===== src/rtl/pwm_cfg_sequencer.sv =====
// Parameter sequencer for two PWM channels: validates a request, converts duty/phase to clock
// counts with a shared multiply/restoring-divide datapath, and commits at a period boundary.
module pwm_cfg_sequencer #(
   parameter int unsigned W      = 26,
   parameter int unsigned DSCALE = 10000,
   parameter int unsigned PMAX   = 360
) (
   input  logic         clk,
   input  logic         rst_n,
   input  logic         req,
   input  logic         sel,
   input  logic [W-1:0] n,
   input  logic [W-1:0] d,
   input  logic [W-1:0] delay,
   input  logic [1:0]   pend,
   output logic         ack,
   output logic         err,
   output logic         busy,
   output logic [W-1:0] n0,
   output logic [W-1:0] non0,
   output logic [W-1:0] dly0,
   output logic [W-1:0] n1,
   output logic [W-1:0] non1,
   output logic [W-1:0] dly1
);

   localparam int unsigned CW = $clog2(W);

   typedef enum logic [2:0] {
      StIdle, StCheck, StMulOn, StDivOn, StMulDly, StDivDly, StWait, StAck
   } state_e;

   state_e         state_q, state_d;
   logic           sel_q, sel_d;
   logic [W-1:0]   n_q, n_d, d_q, d_d, dly_q, dly_d;
   logic [2*W-1:0] acc_q, acc_d;
   logic [CW-1:0]  cnt_q, cnt_d;
   logic [W-1:0]   non_q, non_d, dlyc_q, dlyc_d;
   logic           err_q, err_d;
   logic [W-1:0]   act_n_q [2];
   logic [W-1:0]   act_n_d [2];
   logic [W-1:0]   act_non_q [2];
   logic [W-1:0]   act_non_d [2];
   logic [W-1:0]   act_dly_q [2];
   logic [W-1:0]   act_dly_d [2];

   logic [W-1:0]   mul_a;
   logic [2*W-1:0] prod;
   logic [W:0]     divisor, shifted, diff;
   logic           ge;
   logic [2*W-1:0] acc_step;
   logic           bad_req, commit_ok;

   assign mul_a = (state_q == StMulOn) ? d_q : dly_q;
   assign prod  = {{W{1'b0}}, mul_a} * {{W{1'b0}}, n_q};

   // Upper half of the product is always below the divisor, so W steps yield the full quotient.
   assign divisor  = (state_q == StDivOn) ? (W+1)'(DSCALE) : (W+1)'(PMAX);
   assign shifted  = {acc_q[2*W-1:W], acc_q[W-1]};
   assign diff     = shifted - divisor;
   assign ge       = (shifted >= divisor);
   assign acc_step = {(ge ? diff[W-1:0] : shifted[W-1:0]), acc_q[W-2:0], ge};

   assign bad_req   = (n_q < W'(2)) || (d_q > W'(DSCALE)) || (dly_q >= W'(PMAX));
   assign commit_ok = pend[sel_q] || (act_n_q[sel_q] == '0);

   always_comb begin
      state_d   = state_q;
      sel_d     = sel_q;
      n_d       = n_q;
      d_d       = d_q;
      dly_d     = dly_q;
      acc_d     = acc_q;
      cnt_d     = cnt_q;
      non_d     = non_q;
      dlyc_d    = dlyc_q;
      err_d     = err_q;
      act_n_d   = act_n_q;
      act_non_d = act_non_q;
      act_dly_d = act_dly_q;
      unique case (state_q)
         StIdle: begin
            if (req) begin
               sel_d   = sel;
               n_d     = n;
               d_d     = d;
               dly_d   = delay;
               err_d   = 1'b0;
               state_d = StCheck;
            end
         end
         StCheck: begin
            err_d   = bad_req;
            state_d = bad_req ? StAck : StMulOn;
         end
         StMulOn: begin
            acc_d   = prod;
            cnt_d   = '0;
            state_d = StDivOn;
         end
         StDivOn: begin
            acc_d = acc_step;
            cnt_d = cnt_q + CW'(1);
            if (cnt_q == CW'(W-1)) begin
               non_d   = acc_step[W-1:0];
               state_d = StMulDly;
            end
         end
         StMulDly: begin
            acc_d   = prod;
            cnt_d   = '0;
            state_d = StDivDly;
         end
         StDivDly: begin
            acc_d = acc_step;
            cnt_d = cnt_q + CW'(1);
            if (cnt_q == CW'(W-1)) begin
               dlyc_d  = acc_step[W-1:0];
               state_d = StWait;
            end
         end
         StWait: begin
            // Idle channel (period 0) has no boundary to wait for.
            if (commit_ok) begin
               act_n_d[sel_q]   = n_q;
               act_non_d[sel_q] = non_q;
               act_dly_d[sel_q] = dlyc_q;
               state_d          = StAck;
            end
         end
         StAck: begin
            if (!req) state_d = StIdle;
         end
         default: state_d = StIdle;
      endcase
   end

   always_ff @(posedge clk or negedge rst_n) begin
      if (!rst_n) begin
         state_q   <= StIdle;
         sel_q     <= 1'b0;
         n_q       <= '0;
         d_q       <= '0;
         dly_q     <= '0;
         acc_q     <= '0;
         cnt_q     <= '0;
         non_q     <= '0;
         dlyc_q    <= '0;
         err_q     <= 1'b0;
         act_n_q   <= '{default: '0};
         act_non_q <= '{default: '0};
         act_dly_q <= '{default: '0};
      end else begin
         state_q   <= state_d;
         sel_q     <= sel_d;
         n_q       <= n_d;
         d_q       <= d_d;
         dly_q     <= dly_d;
         acc_q     <= acc_d;
         cnt_q     <= cnt_d;
         non_q     <= non_d;
         dlyc_q    <= dlyc_d;
         err_q     <= err_d;
         act_n_q   <= act_n_d;
         act_non_q <= act_non_d;
         act_dly_q <= act_dly_d;
      end
   end

   assign ack  = (state_q == StAck);
   assign err  = ack & err_q;
   assign busy = (state_q != StIdle) && (state_q != StAck);
   assign n0   = act_n_q[0];
   assign non0 = act_non_q[0];
   assign dly0 = act_dly_q[0];
   assign n1   = act_n_q[1];
   assign non1 = act_non_q[1];
   assign dly1 = act_dly_q[1];

endmodule


===== config.mk =====
export PLATFORM = sky130hd
export DESIGN_NAME = pwm_cfg_sequencer
export DESIGN_NICKNAME = d
export VERILOG_FILES = /design/src/rtl/pwm_cfg_sequencer.sv
export SDC_FILE = /design/constraint.sdc
export NUM_CORES = 2
export LEC_CHECK = 0
export CORE_MARGIN = 4
export CORE_UTILIZATION = 50
export CTS_BUF_LIST = sky130_fd_sc_hd__clkbuf_2
export DETAILED_ROUTE_END_ITERATION = 8
export GPL_TIMING_DRIVEN = 0
export PLACE_DENSITY = 0.77
export SYNTH_ARGS = -nofsm -noshare
export SYNTH_HDL_FRONTEND = slang
export SYNTH_SLANG_ARGS = --single-unit

===== constraint.sdc =====
create_clock -name clk -period 9.35 [get_ports clk]
set_input_delay 2.805 -clock clk [delete_from_list [all_inputs] [get_ports clk]]
set_output_delay 2.805 -clock clk [all_outputs]
set_load 0.1 [all_outputs]

==> metrics.md <==
| Metric | Value |
|---|---|
| Syn Area/Cell | just over 10 µm² |
| Remaining antenna violation count after routing | 0 |
| # rows | 99 |
| Commonest cells after routing, fill and taps aside | 656 x inv_1, 575 x fa_1, 417 x nand2_1, 355 x and2_1, 347 x dfrtp_1 |
| Cts hold-fix bufs | 0 |
| Seq/Total Area, Yosys | a little under a quarter |
| Synth Flop Type | dfrtp_1 |
| PnR worst setup slack | between 0.15 and 0.2 ns |
| Clock sinks | around 350 |
| Synth Cell Area | between 30000 and 40000 µm² |
| Setup Skew | approximately 0.22 ns |
| Reg-to-reg endpoint | acc_q[46] |
| IO Pins | between 200 and 250 |
| Final period util | between 90% and 100% |
| Count of final hold-check violations | 0 |
| Cells on worst reg2reg path | 27 |
| WS Path Type | reg2reg |
| Via count | between 20000 and 30000 |
| Wire per inst | ~23 µm |
| Port Buffers | roughly 240 |
| Synth unique cells | 75 |
| Async S/R FF share, synth | 100% |
| Reg2reg start | state_q[0] |
| Die area | 78800 µm² |
| Drt via density | around 5.7 |
| Filler instances | around 6300 |
| Critical Path RT | ~10 ns |
| Hold crit path type | reg2reg |
| Layout cells sized above 1 | between 10 and 15% |
| Worst EP arrival | a little over 10 ns |
| Total number of H-tree levels | 3 |
| Gpl congestion | slightly above 1 |
| Worst Path Max Fanout | 10 |
| Largest net degree at the start of global routing | between 100 and 150 |
| #FFs+latches synth | 348 |
| Inserted Clock Buffers | 94 |
| Setup-failing EPs final | 0 |
| Number of global-route vias before repair | between 30000 and 40000 |
| DRC Markers | 0 |
| Initial Util | a little over 50% |
| Commonest non-fill, non-tap cell in the layout | inv_1 |
| CP endpoint kind | flop |
| Cells after Synth | about 3700 |
| Worst-Margin Slew | roughly 1.3 ns |
| Max_cap viols | 0 |
| Max-slew violations | 0 |
| R2R Setup Slk | 0.18 ns |
| CTS tree | done |
| Initial DRT Pass Iterations | 6 |
| Outcome | finished clean |
| Worst Setup SP | state_q[0] |
| Number of synthesized flops with an enable pin | 0 |
| DR iter-0 viols | about 2500 |
| Width of the die | ~280 µm |
| First-pass GRT wire length | around 180000 µm |
| Worst skew pair latency | about 1.3 ns |
| Startpoint Class | flop |
| Dpl hpwl | 94200 µm |
| Crit path depth | 27 |
| Clock transition at the registers of the reported paths | approximately 0.13 ns |
| Area growth, synth to finish | 12.6% |
| Non-Filler Instances | just over 5000 |
| Final cell utilization of the core | 57.1% |
| Slowest CP cell | fa_1 |
| Nets | 4890 |
| Core ar. | ~73000 µm² |
| Root buf cell | clkbuf_2 |
| WP buf/inv | 7 |
| FMAX | between 0.1 and 0.15 GHz |
| Dpl cells | between 4000 and 5000 |
| Minimum clock period | around 9.2 ns |
| Post-Route WL | 118000 µm |
| Setup crit end | acc_q[46] |
| Slowest Stage Delay on Critical Path | 0.62 ns |
| Min Hold Slack | roughly 0.43 ns |
| Die Y | 281 µm |
| GRT Total Usage | between 30% and 40% |
| CP delay by family, top | adder cells |
| Place WS | -1.02 ns |
| CTS max path bufs | 3 |
| Syn nets | about 4600 |
| Initial antenna violation count | 6 |
| Overflow after GRT | 0 |
| Crit-path most repeated cell | fa_1 |
| Slew Limit Headroom | between 10% and 20% |
| Warnings, synthesis | 0 |
==> flip-flops by register name, summed over array words and instances, names as in the netlist <==
name     flops
non_q       26
non1        26
state_q      3
err_q        1
d_q         26
sel_q        1
dly_q       26
n_q         26
acc_q       52
n1          26
dly1        26
dlyc_q      26
non0        26
cnt_q        5
n0          26
dly0        26
==> logic make-up after synthesis <==
kind of cell,count (synthesis),share of synthesized area [%]
buf+inv,868,8.83
fa+ha+maj,775,37.7
xor+xnor,58,1.37
mux,325,9.80
compound gates,310,5.23
flops,348,23.4
simple gates,1013,13.6
==> cells in the mapped netlist, drive strengths merged, types with 4 or more instances <==
master	count	area share, %
nand2b	4	0.067
mux2i	13	0.35
and2	355	6.0
nand3	29	0.39
nand2	417	4.2
nor4	33	0.62
a211oi	6	0.12
a21o	22	0.44
xnor2	33	0.78
o21ai	73	0.98
o22ai	7	0.12
nor2b	9	0.15
nand4	15	0.25
o211ai	11	0.22
or3	9	0.15
or4	4	0.091
ha	200	6.7
and3	12	0.20
a31oi	15	0.25
a21boi	4	0.081
a21oi	98	1.3
dfrtp	348	23
nor3b	4	0.094
nor2	90	0.91
o21bai	10	0.20
mux2	312	9.5
o31ai	10	0.20
inv	657	6.6
xor2	25	0.59
clkbuf	196	2.0
fa	575	31
buf	14	0.21
o21a	11	0.22
nor3	23	0.31
==> repair_timing <==
action	CTS	global route
resized for setup	42	42
pin swaps	1	1
setup endpoints to repair	29	21
cloned	0	0
setup buffers	0	2
==> final cells by class <==
class	count	area, µm²	area share, %
Multi-Input combinational cell	2481	25300	60.3
Sequential cell	348	8710	20.8
Timing Repair Buffer	247	2520	6.03
Inverter	658	2470	5.90
Tap cell	959	1200	2.87
Buffer	201	846	2.02
Clock buffer	132	661	1.58
Clock inverter	26	169	0.404
Antenna cell	6	15.0	0.0359
==> worst register-to-register path, cell delays in order (launching register included) <==
cell	delay, ns
dfrtp_1	0.50
clkinv_2	0.20
and3_4	0.34
buf_4	0.27
mux2_2	0.51
clkbuf_4	0.30
and2_1	0.21
fa_1	0.48
fa_1	0.54
inv_1	0.05
fa_1	0.49
fa_1	0.52
inv_1	0.06
fa_1	0.51
fa_1	0.55
inv_1	0.06
fa_1	0.62
inv_1	0.07
ha_1	0.40
a21oi_1	0.24
o21ai_0	0.18
a32o_1	0.28
or3_1	0.41
o21ai_0	0.24
nand3_1	0.23
nand3_1	0.16
mux2_2	0.34
o22ai_1	0.12
==> worst min-delay path by stage <==
stage	startpoint	end	slack, ns	depth (start not counted)
2_1_floorplan	err_q	err_q	0.44	1
3_3_place_gp	err_q	err_q	0.47	1
3_5_place_dp	err_q	err_q	0.46	1
4_1_cts	acc_q[0]	dlyc_q[1]	0.40	1
5_1_grt	dlyc_q[14]	dly0[14]	0.46	1
6_report	acc_q[0]	dlyc_q[1]	0.43	1
==> per-stage QoR <==
step           area, µm²  setup TNS [ns]
2_1_floorplan      37200               0
3_3_place_gp       40800        -3463.33
3_5_place_dp       40900          -14.75
4_1_cts            41800               0
5_1_grt            41900         -0.0247
6_report           41900               0
==> layer usage <==
| layer | GRT usage (%) | wire (µm) | share of wire [%] | vias up |
|---|---|---|---|---|
| met5 | 0 | 0 | 0 | - |
| met4 | 16.2 | 7140 | 6.0 | 0 |
| met3 | 8.72 | 13700 | 12 | 376 |
| met2 | 47.2 | 53100 | 45 | 1649 |
| met1 | 39.5 | 44400 | 38 | 14631 |
| li1 | - | - | - | 12226 |
Power is left out: the tool's default activity adds up to more than one toggle a clock period on the data nets, which glitch-free logic cannot reach.
